===== config.mk =====
export PLATFORM = sky130hd
export DESIGN_NAME = stream_pwd_ctrl_flat
export DESIGN_NICKNAME = d
export VERILOG_FILES = /design/src/rtl/stream_pwd_ctrl_if.sv /design/src/rtl/stream_pwd_ctrl.sv /design/src/flat_wrapper.sv
export SDC_FILE = /design/constraint.sdc
export NUM_CORES = 1
export LEC_CHECK = 0
export CAP_MARGIN = 10
export CORE_ASPECT_RATIO = 0.6
export CORE_MARGIN = 4
export CORE_UTILIZATION = 60
export CTS_BUF_LIST = sky130_fd_sc_hd__clkbuf_2 sky130_fd_sc_hd__clkbuf_4 sky130_fd_sc_hd__clkbuf_8
export CTS_CLUSTER_DIAMETER = 60
export DETAILED_ROUTE_END_ITERATION = 16
export HOLD_SLACK_MARGIN = 0.06
export PLACE_DENSITY_LB_ADDON = 0.15
export SETUP_SLACK_MARGIN = 0.2
export SYNTH_ARGS = -nofsm -noshare
export SYNTH_HDL_FRONTEND = slang
export SYNTH_SLANG_ARGS = --single-unit

===== constraint.sdc =====
create_clock -name clk -period 2.55 [get_ports clk]
set_input_delay 0.3825 -clock clk [delete_from_list [all_inputs] [get_ports clk]]
set_output_delay 0.3825 -clock clk [all_outputs]
set_load 0.1 [all_outputs]

===== src/rtl/stream_pwd_ctrl_if.sv =====
// stream_pwd_ctrl_if: symbol stream handshake and attempt status between a
// symbol source (master) and the password controller (slave).
//   in_valid / in_sym / in_abort : source -> controller
//   in_ready                     : controller -> source, symbol accepted this cycle
//   grant / deny                 : one-cycle attempt result pulses
//   locked / fail_cnt            : lockout level and consecutive failure count
interface stream_pwd_ctrl_if;
    logic       in_valid;
    logic [5:0] in_sym;
    logic       in_abort;
    logic       in_ready;
    logic       grant;
    logic       deny;
    logic       locked;
    logic [3:0] fail_cnt;

    modport master (
        output in_valid, in_sym, in_abort,
        input  in_ready, grant, deny, locked, fail_cnt
    );

    modport slave (
        input  in_valid, in_sym, in_abort,
        output in_ready, grant, deny, locked, fail_cnt
    );
endinterface


===== src/rtl/stream_pwd_ctrl.sv =====
// stream_pwd_ctrl: collects PW_LEN 6-bit symbols from a valid/ready stream,
// compares them against a stored password, pulses grant or deny, and locks
// out further attempts for LOCK_CYCLES cycles after MAX_FAIL consecutive
// failures.
// Ports:
//   clk, reset           : rising-edge clock, synchronous active-high reset
//   bus (slave modport)  : in_valid/in_sym/in_abort in, in_ready/grant/deny/
//                          locked/fail_cnt out
//   prog_we/prog_addr/prog_sym : runtime password slot write, present only
//                          when PWD_PROG_EN is defined
// Optional feature macro: PWD_PROG_EN (password programmable in IDLE).
module stream_pwd_ctrl #(
    parameter int PW_LEN      = 4,
    parameter int MAX_FAIL    = 3,
    parameter int LOCK_CYCLES = 1000,
    // The first streamed symbol (slot 0) sits in the LSBs, so this default
    // reads 01,02,03,04 in stream order.
    parameter logic [6*PW_LEN-1:0] PASSWORD = {6'h04, 6'h03, 6'h02, 6'h01}
) (
    input logic              clk,
    input logic              reset,
`ifdef PWD_PROG_EN
    input logic              prog_we,
    input logic [3:0]        prog_addr,
    input logic [5:0]        prog_sym,
`endif
    stream_pwd_ctrl_if.slave bus
);
    localparam int IW = (PW_LEN > 1) ? $clog2(PW_LEN) : 1;
    localparam int LW = $clog2(LOCK_CYCLES);

    typedef enum logic [2:0] {IDLE, COLLECT, COMPARE, GRANT, DENY, LOCKED} state_t;

    state_t                state_q, state_d;
    logic [IW-1:0]         idx_q, idx_d;
    logic [6*PW_LEN-1:0]   cap_q, cap_d;
    logic [3:0]            fail_q, fail_d;
    logic [LW-1:0]         lock_q, lock_d;
    logic [6*PW_LEN-1:0]   pwd;
    logic                  accept;

`ifdef PWD_PROG_EN
    logic [6*PW_LEN-1:0]   pwd_q, pwd_d;

    always_comb begin
        pwd_d = pwd_q;
        if (prog_we && state_q == IDLE && {1'b0, prog_addr} < 5'(PW_LEN))
            pwd_d[int'(prog_addr)*6 +: 6] = prog_sym;
    end

    always_ff @(posedge clk)
        pwd_q <= reset ? PASSWORD : pwd_d;

    assign pwd = pwd_q;
`else
    assign pwd = PASSWORD;
`endif

    // Abort wins over a symbol presented in the same cycle.
    assign accept = bus.in_valid && bus.in_ready && !bus.in_abort;

    always_ff @(posedge clk)
        state_q <= reset ? IDLE : state_d;

    always_ff @(posedge clk) begin
        if (reset) begin
            idx_q  <= '0;
            cap_q  <= '0;
            fail_q <= '0;
            lock_q <= '0;
        end else begin
            idx_q  <= idx_d;
            cap_q  <= cap_d;
            fail_q <= fail_d;
            lock_q <= lock_d;
        end
    end

    always_comb begin
        state_d = state_q;
        idx_d   = idx_q;
        cap_d   = cap_q;
        fail_d  = fail_q;
        lock_d  = lock_q;
        case (state_q)
            IDLE, COLLECT: begin
                if (bus.in_abort) begin
                    state_d = IDLE;
                    idx_d   = '0;
                end else if (accept) begin
                    cap_d[int'(idx_q)*6 +: 6] = bus.in_sym;
                    if (idx_q == IW'(PW_LEN - 1)) begin
                        state_d = COMPARE;
                        idx_d   = '0;
                    end else begin
                        state_d = COLLECT;
                        idx_d   = idx_q + IW'(1);
                    end
                end
            end
            COMPARE: begin
                if (cap_q == pwd) begin
                    state_d = GRANT;
                    fail_d  = '0;
                end else begin
                    state_d = DENY;
                    fail_d  = (fail_q == 4'(MAX_FAIL)) ? fail_q : fail_q + 4'd1;
                end
            end
            GRANT: state_d = IDLE;
            // fail_q already holds the incremented count here.
            DENY: begin
                state_d = (fail_q == 4'(MAX_FAIL)) ? LOCKED : IDLE;
                lock_d  = '0;
            end
            LOCKED: begin
                if (lock_q == LW'(LOCK_CYCLES - 1)) begin
                    state_d = IDLE;
                    fail_d  = '0;
                    lock_d  = '0;
                end else begin
                    lock_d  = lock_q + LW'(1);
                end
            end
            default: state_d = IDLE;
        endcase
    end

    always_comb begin
        bus.in_ready = (state_q == IDLE) || (state_q == COLLECT);
        bus.grant    = (state_q == GRANT);
        bus.deny     = (state_q == DENY);
        bus.locked   = (state_q == LOCKED);
        bus.fail_cnt = fail_q;
    end
endmodule

===== src/flat_wrapper.sv =====
// flat-port wrapper written by rule: the top's interface ports become plain ports
module stream_pwd_ctrl_flat 
#(
    parameter int PW_LEN      = 4,
    parameter int MAX_FAIL    = 3,
    parameter int LOCK_CYCLES = 1000,
                                                                           
                                         
    parameter logic [6*PW_LEN-1:0] PASSWORD = {6'h04, 6'h03, 6'h02, 6'h01}
)
  (clk, reset, bus_in_valid, bus_in_sym, bus_in_abort, bus_in_ready, bus_grant, bus_deny, bus_locked, bus_fail_cnt);
  stream_pwd_ctrl_if bus_i ();
  input logic clk;
  input logic reset;
  input wire logic [$bits(bus_i.in_valid)-1:0] bus_in_valid;
  input wire logic [$bits(bus_i.in_sym)-1:0] bus_in_sym;
  input wire logic [$bits(bus_i.in_abort)-1:0] bus_in_abort;
  output wire logic [$bits(bus_i.in_ready)-1:0] bus_in_ready;
  output wire logic [$bits(bus_i.grant)-1:0] bus_grant;
  output wire logic [$bits(bus_i.deny)-1:0] bus_deny;
  output wire logic [$bits(bus_i.locked)-1:0] bus_locked;
  output wire logic [$bits(bus_i.fail_cnt)-1:0] bus_fail_cnt;
  assign bus_i.in_valid = bus_in_valid;
  assign bus_i.in_sym = bus_in_sym;
  assign bus_i.in_abort = bus_in_abort;
  assign bus_in_ready = bus_i.in_ready;
  assign bus_grant = bus_i.grant;
  assign bus_deny = bus_i.deny;
  assign bus_locked = bus_i.locked;
  assign bus_fail_cnt = bus_i.fail_cnt;
  stream_pwd_ctrl #(.PW_LEN(PW_LEN), .MAX_FAIL(MAX_FAIL), .LOCK_CYCLES(LOCK_CYCLES), .PASSWORD(PASSWORD)) u_core (.clk(clk), .reset(reset), .bus(bus_i));
endmodule

# [Word-level counts from Yosys, hierarchy flattened]
# Cells that the tools add are included.
[word_totals] output_inout_bits=8 wordCells=55 register_bits=43
[classes] eq_ne=12 add_sub_neg=4 n_reduce_logical=13 muxes=17 n_shift=2 bitwise_logic=1 n_mul=1
[op_table] operator="32-bit negator with 33-bit output" count=1
[op_table] operator="6-bit by 33-bit variable shift with 24-bit output (first input constant)" count=1
[op_table] operator="6-bit by 33-bit variable part select with 24-bit output" count=1
[op_table] operator="24-bit bitwise mux" count=1
[op_table] operator="24-bit by 21-bit == test with 1-bit output (second input constant)" count=1
[op_table] operator="10-bit case mux with 2 select lines" count=1
[op_table] operator="3-bit 2-to-1 mux" count=5
[op_table] operator="4-bit 2-to-1 mux" count=3
[op_table] operator="3-bit case mux with 4 select lines" count=1
[op_table] operator="10-bit by 1-bit adder with 10-bit output (second input constant)" count=1
[op_table] operator="10-bit == test (second input constant)" count=1
[op_table] operator="10-bit 2-to-1 mux" count=1
[op_table] operator="2-bit 2-to-1 mux" count=4
[op_table] operator="4-bit case mux with 2 select lines" count=1
[op_table] operator="3-bit by 2-bit == test with 1-bit output (second input constant)" count=2
[op_table] operator="3-bit == test (second input constant)" count=2
[op_table] operator="3-bit by 2-bit inequality test with 1-bit output (second input constant)" count=2
[op_table] operator="3-bit AND reduction" count=2
[op_table] operator="2-bit nonzero test" count=3
[op_table] operator="4-bit by 1-bit adder with 4-bit output (second input constant)" count=1
[op_table] operator="4-bit by 2-bit == test with 1-bit output (second input constant)" count=1
[op_table] operator="2-bit by 2-bit multiplier with 4-bit output (second input constant)" count=1
[op_table] operator="2-bit AND reduction" count=2
[op_table] operator="3-bit by 1-bit == test with 1-bit output (second input constant)" count=1
[op_table] operator="other kinds (9)" count=10

# [Longest topological paths before layout]
# Gate-level depths: netlist (run 1).
[logic_depth] word_depth=7 mapped_depth=8

# [Worst setup path before layout (run 1)]
# Ideal clock, no wire load.
[synth_path] kind="register to register" start="reg u_core.state_q[1]" end="reg u_core.idx_q[0]" setup_time_ns=0.128 synth_period_minus_slack_ns=2.541 required_ns=2.422 slack_ns=0.009 arrival_ns=2.413 stages_incl_launch_ff=6 path_cell_list="dfxtp_1 buf_2 nor2_1 o21ai_0 a22oi_1 nor2_1"
[synth_between] elab_chain_len=6
[synth_lines] item="start: declaration" line="stream_pwd_ctrl.sv:34" source="state_t state_q, state_d;"
[synth_lines] item="start signal: assignment" line="stream_pwd_ctrl.sv:63" source="state_q <= reset ? IDLE : state_d;"
[synth_lines] item="3-bit by 1-bit == test with 1-bit output or 3-bit zero test (tied branches)" line="stream_pwd_ctrl.sv:130" source="bus.in_ready = (state_q == IDLE) || (state_q == COLLECT);"
[synth_lines] item="1-bit logical OR *" line="stream_pwd_ctrl.sv:130"
[synth_lines] item="via bus_in_ready" line="flat_wrapper.sv:18" source="output wire logic [$bits(bus_i.in_ready)-1:0] bus_in_ready;"
[synth_lines] item="1-bit logical AND * (2 in series)" line="stream_pwd_ctrl.sv:60" source="assign accept = bus.in_valid && bus.in_ready && !bus.in_abort;"
[synth_lines] item="2-bit nonzero test (no line) *"
[synth_lines] item="2-bit AND reduction (no line) *"
[synth_lines] item="end signal: assignment" line="stream_pwd_ctrl.sv:72" source="idx_q <= idx_d;"
[synth_lines] item="end: declaration" line="stream_pwd_ctrl.sv:35" source="logic [IW-1:0] idx_q, idx_d;"
# Mark *: on every way through the listed nets, which the timed path passes. The rest lies on a longest branch.
# A chain may end at the register's enable or synchronous reset.

# [Worst setup path after layout (run 1)]
[layout_path] start="reg u_core.lock_q[0]" end="reg u_core.fail_q[2] (netlist: u_core.bus.fail_cnt[2])"
[layout_between] elab_chain_len=3
[layout_lines] item="start: declaration" line="stream_pwd_ctrl.sv:38" source="logic [LW-1:0] lock_q, lock_d;"
[layout_lines] item="start signal: assignment" line="stream_pwd_ctrl.sv:75" source="lock_q <= lock_d;"
[layout_lines] item="10-bit == test" line="stream_pwd_ctrl.sv:117" source="if (lock_q == LW'(LOCK_CYCLES - 1)) begin"
[layout_lines] item="2-bit by 1-bit inequality test with 1-bit output (no line)"
[layout_lines] item="3-bit AND reduction (no line)"
[layout_lines] item="end signal: assignment" line="stream_pwd_ctrl.sv:74" source="fail_q <= fail_d;"
[layout_lines] item="end: declaration" line="stream_pwd_ctrl.sv:37" source="logic [3:0] fail_q, fail_d;"
# Every way passes these cells.

==> reports/summary.txt, run 1 <==
Outcome = finished, final reports clean
Maxcap violations = 0
Pre-Repair DR Iteration Count = 5
Final wirelength = 5640 um
H-tree depth = 2
Most common cell after layout, fill and taps aside = dfxtp_1
Total GRT Usage = 23.8%
DR WL/cell = 16.2 um
Synthesized cell area = 2270 um2
Initial antenna violation count = 0
Setup TNS = 0 ns
VDD IR-drop max = 0.512 mV
Compound-Gate Fraction of Synth Area = 17.8%
Rows = 17
FF-to-FF End = u_core.bus.fail_cnt[2]
Xor/xnor cell area share of the yosys netlist = 0.771%
Port buffer count = 17
Worst skew pair latency = 0.30 ns
Crit path top cell by count = a221o_1
Post-synthesis sequential element count = 43
Worst EP arrival = 2.28 ns
CP Max Fanout = 5
Die footprint = 4870 um2
Drt via density = 6.19
Remaining DRCs = 0
Core area = 3660 um2
Main combinational cell family by area after synthesis = simple AND/OR/NAND/NOR gates
Max-slew headroom = 61.7%
Fin worst setup slack = 0.458 ns
Synth top area share = 37.9%
Share of cells above drive strength 1 = 11.7%
Hold Buf Count CTS = 0
Post-Synth Simple-Gate Area = 32.6%
Global-route wire length before repair = 9300 um
Final net count = 318
Met1 Routed Length = 2860 um
Worst Hold Path EP = u_core.cap_q[20]
Type of origin of the critical path = flip-flop
Syn_nets = 301
Required @ worst endpoint = 2.74 ns
P per Cell Area = 545 nW/um2
Antenna Cells = 0
Area contributors post-synth = dfxtp_1 38%, a21oi_1 7.9%, nand2_1 6.1%, ha_1 5.0%, nor2_1 4.5%
Initial core utilization = 62.1%
Clock root cell = clkbuf_8
Adder-cell share of the synthesized area = 4.95%
Synth Area per Inst = 8.06 um2
Final worst path period need = 2.09 ns
Cells after Synth = 282
Clk slew on worst S/H paths = 0.08 ns
GPL Wtd Cong = 0.927
Area leader, netlist = dfxtp_1
Met2 routed wirelength = 2310 um
R2R setup slack = 0.46 ns
Nature of the critical path endpoint = flip-flop
Synth warn = 0
Synth-to-layout area growth = 15.2%
Placed wire-length estimate = 4020 um
Sequential cell area fraction in the yosys report = 37.9%
Final hold vios = 0
Cts bufs inserted = 5
Post-synthesis mux area share = 2.81%
Worst r2r src = u_core.lock_q[0]
Post-DRT Antenna Nets = 0
Number of buffers and inverters on the critical path = 0
Min-delay src = u_core.cap_q[20]
CP Depth = 6
I/O pin count = 18
Slew Limit Fails = 0
Slowest cell delay on critical path = 0.48 ns
Post-synth cell types = 46
Slowest cell on the critical path = nor3_1
Die X = 87.5 um
CP cell instances = ha_1, nand4_1, nor3_1, a221o_1, a21oi_1, a221o_1
Hold Path Class = reg -> reg
FILL cells = 289
Leakage = 0.937 nW
Final cell count without fillers = 347
Clock skew = 0.00404 ns
Uppermost layer routed = met4
Clk sinks = 43
CP top delay family = compound AO/OA/AOI/OAI gates
Setup CP Type = reg -> reg
Post-CTS Setup Bufs = 0
Overflow after GRT = 0
RSZ-0062 raised after global routing = no
Most frequent cells in the layout = 41 x dfxtp_1, 37 x nand2_1, 36 x a21oi_1
First DRT Iteration DRCs = 177
Setup WS pre-CTS = 0.341 ns
CTS tree = yes
Clock Path Buffers = 2
Vias post-DR = 2148
Die span in y = 55.7 um
DP Cell Count = 339
Period utilization = 82.0%
Vias in the first global route = 1885
Routed met3 length = 422 um
Hold Path Depth = 2
Reg2Reg Depth = 6
Largest net degree at the start of global routing = 21
Peak Freq = 478 MHz
Least-Margin Pin Slew = 0.571 ns
Final setup fails = 0
Post-CTS Resized = 0
==> flip-flops by register name, indices dropped and copies added, names as in the netlist <==
register,flops
u_core.cap_q,24
u_core.state_q,3
u_core.idx_q,2
u_core.bus.fail_cnt,4
u_core.lock_q,10
==> logic make-up (layout without fill, tap and decap cells) <==
family | count (synthesis) | after routing
mux | 6 | 6
xor+xnor | 2 | 2
fa+ha+maj | 9 | 9
flops | 43 | 43
simple gates | 141 | 141
compound gates | 63 | 63
buf+inv | 18 | 36
==> worst reg2reg max path, stage by stage (launching register included) <==
cell and delay, ns:
dfxtp_1 0.40, ha_1 0.23, nand4_1 0.17, nor3_1 0.48, a221o_1 0.25, a21oi_1 0.09
a221o_1 0.37
==> stage by stage <==
| step | instance area [um2] | power [mW] | util, % | hold slack [ns] |
|---|---|---|---|---|
| after floorplan | 2280 | 0.828 | - | 0.427 |
| after global placement | 2490 | 0.878 | 68.1 | 0.437 |
| after detailed placement | 2490 | 0.881 | 68.1 | 0.442 |
| after CTS | 2610 | 1.43 | 71.3 | 0.456 |
| after global routing | 2620 | 1.48 | 71.6 | 0.495 |
| final | 2620 | 1.43 | 71.6 | 0.457 |
==> per-layer routing <==
layer / track usage [%] / vias up
li1: - / 1063
met1: 36.7 / 1003
met2: 31.8 / 76
met3: 6.80 / 6
met4: 6.13 / 0
met5: 0 / -
==> synth_stat cells (all sizes together) <==
cell / count
nand3b: 3
inv: 5
buf: 5
clkbuf: 8
xor2: 1
a211o: 1
mux2: 3
nand2b: 5
nand3: 16
o41ai: 1
and2: 6
a21oi: 36
o21ai: 3
nor4b: 5
nor3b: 1
nand4: 6
a221o: 2
xnor2: 1
dfxtp: 43
a32o: 1
and3: 6
o22ai: 1
nor2b: 5
o211a: 1
ha: 9
a22oi: 7
nor2: 27
nand2: 37
o311a: 1
or3: 1
nor4: 7
a31oi: 2
and4: 1
o31ai: 1
or3b: 1
nand4b: 2
a2bb2oi: 1
nor3: 12
a311oi: 3
a211oi: 2
mux2i: 3
==> where the power goes <==
| group | total, mW | switching [mW] | internal [mW] |
|---|---|---|---|
| clock | 0.555 | 0.238 | 0.317 |
| combinational | 0.174 | 0.115 | 0.0591 |
| sequential | 0.697 | 0.0141 | 0.683 |
| total | 1.43 | 0.367 | 1.06 |
==> worst max path at each step <==
stage / from / endpoint
global route: u_core.idx_q[1] / u_core.cap_q[7]
global placement: bus_in_abort / u_core.cap_q[18]
detailed placement: bus_in_abort / u_core.cap_q[10]
floorplan: u_core.state_q[1] / bus_deny
CTS: u_core.idx_q[1] / u_core.cap_q[8]
finish: u_core.lock_q[0] / u_core.bus.fail_cnt[2]
==> layout make-up <==
cell class / count / area (um2) / share of cell area [%]
Clock buffer: 6 / 82.6 / 3.15
Clock inverter: 2 / 35.0 / 1.34
Inverter: 5 / 18.8 / 0.717
Multi-Input combinational cell: 221 / 1350 / 51.6
Sequential cell: 43 / 863 / 33.0
Tap cell: 47 / 58.8 / 2.25
Timing Repair Buffer: 23 / 208 / 7.93
No activity file was read; power rests on OpenSTA's default activity.
==> run 2, diff against run 1 <==
Clock period 2.55 ns to 2.1 ns, I/O delays scaled along.
==> run 2 against run 1 <==
Clock skew increased by 0.0055 ns. Via count increased by 2.3%. Power increased by 13%. Combinational power increased by 34%. First-iteration DRC count increased by 32%. Final cell count increased by 2.3%. Utilization increased by 5.0 points. Clock-buffer cell count unchanged. Setup slack got worse by 0.19 ns. Routed wire length increased by 2.8%. Die area unchanged. Sequential cell count unchanged.
==> reports/summary.txt, run 2 (synthesis gave the netlist of run 1 again) <==
Clk slew on worst S/H paths = 0.09 ns (about the same)
Biggest register = u_core.cap_q
GPL Wtd Cong = 0.922 (-0.50%)
Most common cell after layout, fill and taps aside = dfxtp_1
Synth-to-layout area growth = 23.3%
Clock skew = 0.00958 ns (+0.00554 ns)
Final Power = 1.62 mW (+13%)
CP Launch Point = bus_in_valid
Clk sinks = 43 (unchanged)
Clock Path Buffers = 2 (unchanged)
Outcome = finished, final reports clean
Maxcap violations = 0 (unchanged)
First DRT Iteration DRCs = 233 (+32%)
Overflow after GRT = 0 (unchanged)
Type of origin of the critical path = input pin
Post-DRT Antenna Nets = 0 (unchanged)
Global-route wire length before repair = 9420 um (+1.3%)
Final wirelength = 5800 um (+2.8%)
Drt via density = 6.19 (about the same)
CTS tree = yes
Final hold vios = 0 (unchanged)
Cts bufs inserted = 5 (unchanged)
VDD IR-drop max = 0.391 mV (-24%)
Core area = 3660 um2 (unchanged)
Nature of the critical path endpoint = flip-flop
Final setup fails = 0 (unchanged)
Die span in y = 55.7 um (unchanged)
Initial antenna violation count = 0 (unchanged)
DR WL/cell = 16.3 um (+0.50%)
Antenna Cells = 0 (unchanged)
Largest net degree at the start of global routing = 29 (+38%)
Required @ worst endpoint = 2.33 ns (-0.41 ns)
P per Cell Area = 577 nW/um2 (+6.0%)
Vias in the first global route = 1917 (+1.7%)
Max-slew headroom = 71.4% (+9.7 points)
Setup CP Type = in -> reg
Setup WS pre-CTS = 0.0239 ns (-0.317 ns)
Period utilization = 87.3%
Final core occ = 76.6% (+5.0 points)
Least-Margin Pin Slew = 0.427 ns (-0.144 ns)
Worst skew pair latency = 0.30 ns (about the same)
Final net count = 326 (+2.5%)
Remaining DRCs = 0 (unchanged)
Placed wire-length estimate = 4150 um (+3.2%)
I/O pin count = 18 (unchanged)
Hold Path Depth = 2 (unchanged)
Setup TNS = 0 ns (unchanged)
Final worst path period need = 1.83 ns
Max reg flops = 24 (unchanged)
H-tree depth = 2 (unchanged)
Slew Limit Fails = 0 (unchanged)
Share of cells above drive strength 1 = 22.1% (+10 points)
Die X = 87.5 um (unchanged)
Peak Freq = 545 MHz
Port buffer count = 17 (unchanged)
Worst EP arrival = 2.07 ns (-0.21 ns)
Fin worst setup slack = 0.266 ns (-0.191 ns)
Hold Buf Count CTS = 0 (unchanged)
Hold Path Class = reg -> reg
Min-delay src = u_core.cap_q[14]
Leakage = 0.989 nW (+5.6%)
CP Max Fanout = 8 (+3)
Clock root cell = clkbuf_8
RSZ-0062 raised after global routing = yes
Vias post-DR = 2197 (+2.3%)
Rows = 17 (unchanged)
Worst r2r src = u_core.lock_q[0]
Reg2Reg Depth = 6 (unchanged)
Total GRT Usage = 24.3% (+0.56 points)
Die footprint = 4870 um2 (unchanged)
Most frequent cells in the layout = 37 x dfxtp_1, 36 x nand2_1, 34 x a21oi_1
Initial core utilization = 62.1% (unchanged)
Pre-Repair DR Iteration Count = 4 (-1)
[run 2: worst max-delay path, stage by stage]
cell and delay [ns]:
clkdlybuf4s50_1 0.53, nor4b_4 0.41, nand2_1 0.29, nor4_1 0.33, a21oi_1 0.09, nor2_1 0.10
[run 2: metrics by stage]
step                hold slack (ns)  std cells  cell area (um2)
global route                  0.475        355             2800
CTS                           0.459        353             2720
detailed placement            0.448        344             2610
global placement              0.439        344             2610
finish                        0.457        355             2800
floorplan                     0.427        282             2320
[run 2: power breakdown]
part | total, mW | internal, mW | switching [mW]
Combinational | 0.233 | 0.0846 | 0.148
Clock | 0.538 | 0.246 | 0.292
Sequential | 0.847 | 0.829 | 0.0175
Total | 1.62 | 1.16 | 0.458
[run 2: layout make-up]
| class | count | area, um2 |
|---|---|---|
| inverter | 5 | 22.5 |
| sequential | 43 | 868 |
| fill | 258 | 856 |
| clock inverter | 2 | 12.5 |
| tap | 47 | 58.8 |
| timing repair buffer | 31 | 305 |
| multi-input combinational | 221 | 1460 |
| clock buffer | 6 | 76.3 |
[run 2: layer usage]
metal,global-route usage (%),wire length (um)
met1,38.1,2870
met4,4.60,23
met2,31.9,2390
met5,0,0
met3,8.14,519
[run 2: final timing paths]
check / end / slack (ns)
setup reg to reg: u_core.state_q[2] / 0.28
hold reg to reg: u_core.cap_q[14] / 0.46
setup / recovery: u_core.cap_q[4] / 0.27
hold / removal: u_core.cap_q[14] / 0.46
[run 2: repair_timing]
item / 4_1_cts / 5_1_grt
setup buffers: 1 / 2
pin swaps: 1 / 4
gates resized for setup: 4 / 18
endpoints found under the setup margin: 18 / 22
==> edit 1, RTL diff (settings of run 2) <==
Re-encode `state_t` (6 states) as one-hot, 6 bits wide.
--- a/src/rtl/stream_pwd_ctrl.sv
+++ b/src/rtl/stream_pwd_ctrl.sv
@@ -29,7 +29,7 @@
     localparam int IW = (PW_LEN > 1) ? $clog2(PW_LEN) : 1;
     localparam int LW = $clog2(LOCK_CYCLES);
 
-    typedef enum logic [2:0] {IDLE, COLLECT, COMPARE, GRANT, DENY, LOCKED} state_t;
+    typedef enum logic [5:0] {IDLE = 6'b000001, COLLECT = 6'b000010, COMPARE = 6'b000100, GRANT = 6'b001000, DENY = 6'b010000, LOCKED = 6'b100000} state_t;
 
     state_t                state_q, state_d;
     logic [IW-1:0]         idx_q, idx_d;
Formal check against the unedited RTL: same outputs for any inputs over 10 cycles, from zero or initial values and one cycle with reset high; not proved beyond that.
==> edit 1 against run 2 <==
The flow now finishes with violations (negative setup slack); combinational power increased by 82%; sequential cell count increased by 3; power is 17% higher; cell area grew 29%; routed wire length increased by 85%; worst setup slack lost 0.34 ns; synthesized area is 8.0% higher; clock skew is 0.0032 ns lower; critical path type is now reg -> out; largest cell class unchanged; largest power group unchanged.
==> edit 1: results (changes against run 2) <==
stage	metric	value	unit	change
worst_setup_path	critical path arrival	1.86	ns	-0.21 ns
timing	Worst Clk Skew	0.00640	ns	-0.00318 ns
drt	vias per inst	7.62		+23%
timing	Slew headroom	53.9	%	-17 points
timing	# setup viols final	6		+6
power	clock power share	30.2	%	-3.1 points
finish	NumNets Final	381		+17%
power	leakage	1.25	nW	+26%
status	failing checks	negative setup slack		
drt	first drt pass iteration count	6		+2
finish	layout cells sized above 1	44.1	%	+22 points
synthesis	Post-synth top cells	46 x dfxtp_1, 39 x nand2_1, 37 x a21oi_1, 32 x nand3_1, 18 x nor2_1		
timing	PnR worst setup slack	-0.0733	ns	-0.340 ns
synthesis	syn_area_per_cell	7.97	sq um	-1.1%
power	comb pwr	0.424	mW	+82%
power	Pwr per Cell Area	527	nW/um^2	-8.8%
grt	first-pass GRT wire length	11900	um	+26%
synthesis	synth top area cells	dfxtp_1 37%, a21oi_1 7.5%, nand3_1 6.5%, nand2_1 6.0%, ha_1 4.6%		
power	P_int	1.31	mW	+13%
place	RePlAce Congestion	0.907		-1.7%
worst_setup_path	R2R Path Start	u_core.state_q[2]		
status	status	complete, but fails checks		
place	Placement Cell Area	2830	sq um	+8.7%
timing	setup TNS	-0.265	ns	-0.265 ns
worst_setup_path	crit path to	bus_locked		
worst_hold_path	Hold Path End	u_core.cap_q[13]		
synthesis	Synth Area in XOR/XNOR	0.357	%	-0.41 points
drt	drt wl/cell	26.1	um	+60%
synthesis	sequential area share after synthesis	37.5	%	-0.37 points
finish	area of the multi-input gates	1860	sq um	+27%
worst_setup_path	delay of the slowest critical-path stage	0.58	ns	+0.05 ns
grt	gr usage total	28.6	%	+4.3 points
timing	Min Hold Slack	0.476	ns	+0.0183 ns
finish	fillers	109		-58%
worst_hold_path	Hold Startpoint	u_core.cap_q[13]		
[edit 1: changes by cell type after synthesis, moves of 4 or more]
cell,change
a22oi_1,-6
clkbuf_1,+4
o21ai_1,+5
nor3_1,-8
nor2b_1,-5
nor2_1,-9
nand3_1,+16
nand2b_1,+6
[edit 1: area by class of cell]
| class | count | area share [%] |
|---|---|---|
| clock buffer | 6 | 2.12 |
| clock inverter | 2 | 0.382 |
| inverter | 5 | 1.01 |
| multi-input combinational | 241 | 51.6 |
| sequential | 46 | 25.9 |
| tap | 47 | 1.63 |
| timing repair buffer | 63 | 17.4 |
[edit 1: repair_timing]
action                     in CTS  in global routing
buffers inserted               13                 12
pin swaps                      21                 36
gates resized for setup        31                 84
setup endpoints to repair      38                 45
cloned                          2                  1
[edit 1: metal layers]
| metal | global-route usage [%] | wire, um |
|---|---|---|
| met1 | 41.1 | 4030 |
| met2 | 40.7 | 4430 |
| met3 | 8.30 | 1580 |
| met4 | 10.0 | 653 |
| met5 | 0 | 0 |
==> edit 2, RTL diff (settings of run 2) <==
Made on the original files. `LOCK_CYCLES` is set to 1000 in 2 places; all go to 2000.
--- a/src/rtl/stream_pwd_ctrl.sv
+++ b/src/rtl/stream_pwd_ctrl.sv
@@ -12,7 +12,7 @@
 module stream_pwd_ctrl #(
     parameter int PW_LEN      = 4,
     parameter int MAX_FAIL    = 3,
-    parameter int LOCK_CYCLES = 1000,
+    parameter int LOCK_CYCLES = 2000,
     // The first streamed symbol (slot 0) sits in the LSBs, so this default
     // reads 01,02,03,04 in stream order.
     parameter logic [6*PW_LEN-1:0] PASSWORD = {6'h04, 6'h03, 6'h02, 6'h01}
--- a/src/flat_wrapper.sv
+++ b/src/flat_wrapper.sv
@@ -3,7 +3,7 @@
 #(
     parameter int PW_LEN      = 4,
     parameter int MAX_FAIL    = 3,
-    parameter int LOCK_CYCLES = 1000,
+    parameter int LOCK_CYCLES = 2000,
                                                                            
                                          
     parameter logic [6*PW_LEN-1:0] PASSWORD = {6'h04, 6'h03, 6'h02, 6'h01}
Behaviour: same outputs for any inputs over 10 cycles, from zero or initial values and one cycle with reset high; that may be too few to reach the edited logic, so the function may still have changed.
==> edit 2 against run 2 <==
Sequential cell count is 1 higher; synthesized area is 4.5% higher; worst hold slack worse by 0.0017 ns; routed wire length is 7.1% higher; cell area is 2.2% higher; worst setup slack worse by 0.014 ns; critical path depth is 1 higher; clock power is 7.6% higher; sequential power hardly changed; power is 2.7% lower.
==> edit 2: results (changes against run 2) <==
stage	metric	value	unit	change
synthesis	post-synthesis register bit count	44		+2.3%
synthesis	post-synthesis cell type count	47		+2.2%
grt	first-pass GRT wire length	10200	um	+8.6%
finish	fraction of area in non-clock buffers	12.0	%	+1.1 points
place	RePlAce Congestion	0.872		-5.4%
finish	register area	887	sq um	+2.2%
synthesis	synthesized-area fraction occupied by adder cells	4.74	%	-0.21 points
finish	clk cell area share	3.36	%	+0.19 points
drt	DRT iter0 DRCs	325		+39%
worst_hold_path	hold crit path type	reg -> reg		
timing	Worst-Margin Slew	0.495	ns	+0.0685 ns
worst_setup_path	startpoint types	flop		
timing	Min Hold Slack	0.456	ns	-0.00166 ns
finish	fillers	275		+6.6%
grt	pin count of the biggest net entering global routing	18		-38%
finish	sequential cell area share	31.0	%	about the same
timing	Worst Clk Skew	0.00781	ns	-0.00177 ns
finish	multi-input gate count	232		+5.0%
worst_setup_path	critical path's top delay family	compound AO/OA/AOI/OAI gates		
drt	met3 WL post-DR	392	um	-24%
grt	routing usage on met2	33.1	%	+1.2 points
timing	achievable frequency	0.541	GHz	-0.74%
synthesis	Post-Syn Nets	319		+6.0%
worst_setup_path	Critical path origin	u_core.idx_q[0]		
place	Final HPWL DP	4630	um	+11%
worst_setup_path	delay of the slowest critical-path stage	0.35	ns	-0.18 ns
worst_setup_path	reg2reg setup slack	0.25	ns	-0.03 ns
grt	M3 GR Usage	5.43	%	-2.7 points
finish	clock buffers	7		+1
worst_hold_path	Hold Path End	u_core.cap_q[1]		
place	worst slack, placed	0.129	ns	+0.105 ns
synthesis	Post-synth ARST share	0	%	unchanged
power	leakage	0.982	nW	-0.74%
drt	WL final	6210	um	+7.1%
synthesis	Syn. warnings	0		unchanged
finish	layout cells sized above 1	16.2	%	-5.9 points
power	peak supply drop	0.433	mV	+11%
finish	Non-CTS buffers	36		+16%
synthesis	Post-synth top cells	44 x dfxtp_1, 43 x nand2_1, 27 x a21oi_1, 26 x nand3_1, 20 x nor2_1		
finish	NumNets Final	346		+6.1%
synthesis	synth top area cells	dfxtp_1 37%, nand2_1 6.8%, a21oi_1 5.7%, nand3_1 5.5%, ha_1 4.7%		
finish	fraction of area in multi-input gates	50.5	%	-1.6 points
worst_setup_path	Worst Path Max Fanout	15		+7
grt	gr usage total	25.9	%	+1.6 points
synthesis	sequential area share after synthesis	37.1	%	-0.77 points
drt	met2 routed WL	2490	um	+4.5%
synthesis	post-synthesis mux area share	2.53	%	-0.28 points
synthesis	Synth Area in XOR/XNOR	1.48	%	+0.70 points
status	status	complete, no violations		
worst_setup_path	CP max-delay cell	ha_1		
drt	wl on met1	3260	um	+14%
finish	Non-CTS inverters	8		+3
worst_setup_path	crit path to	u_core.cap_q[17]		
worst_setup_path	worst reg2reg path depth	7		+1
place	Placement Cell Area	2730	sq um	+4.6%
grt	vias in the first global route	2061		+7.5%
edit 2: cell types whose count changed in the layout (fill, tap and decap cells not counted), sizes merged, moves of 4 or more:
cell,delta
a21oi,-9
and3,-4
buf,+5
nand2,+7
nand3,+10
nand4,-4
nand4b,+5
nor2,-7
nor3,-5
o21ai,+6
edit 2: power breakdown:
part / switching (mW) / internal, mW
Sequential: 0.00744 / 0.841
Clock: 0.285 / 0.293
Combinational: 0.0864 / 0.0605
Total: 0.379 / 1.19
edit 2: repair_timing:
item	4_1_cts	5_1_grt
buffers inserted	0	2
endpoints found under the setup margin	5	13
hold endpoints to repair	0	0
resized for setup	3	6
pin swaps	0	1
edit 2: through the flow:
step | std cells | util [%]
finish | 374 | 76.5
global route | 374 | 76.5
CTS | 372 | 75.6
detailed placement | 365 | 72.8
global placement | 365 | 72.8
floorplan | 300 | -
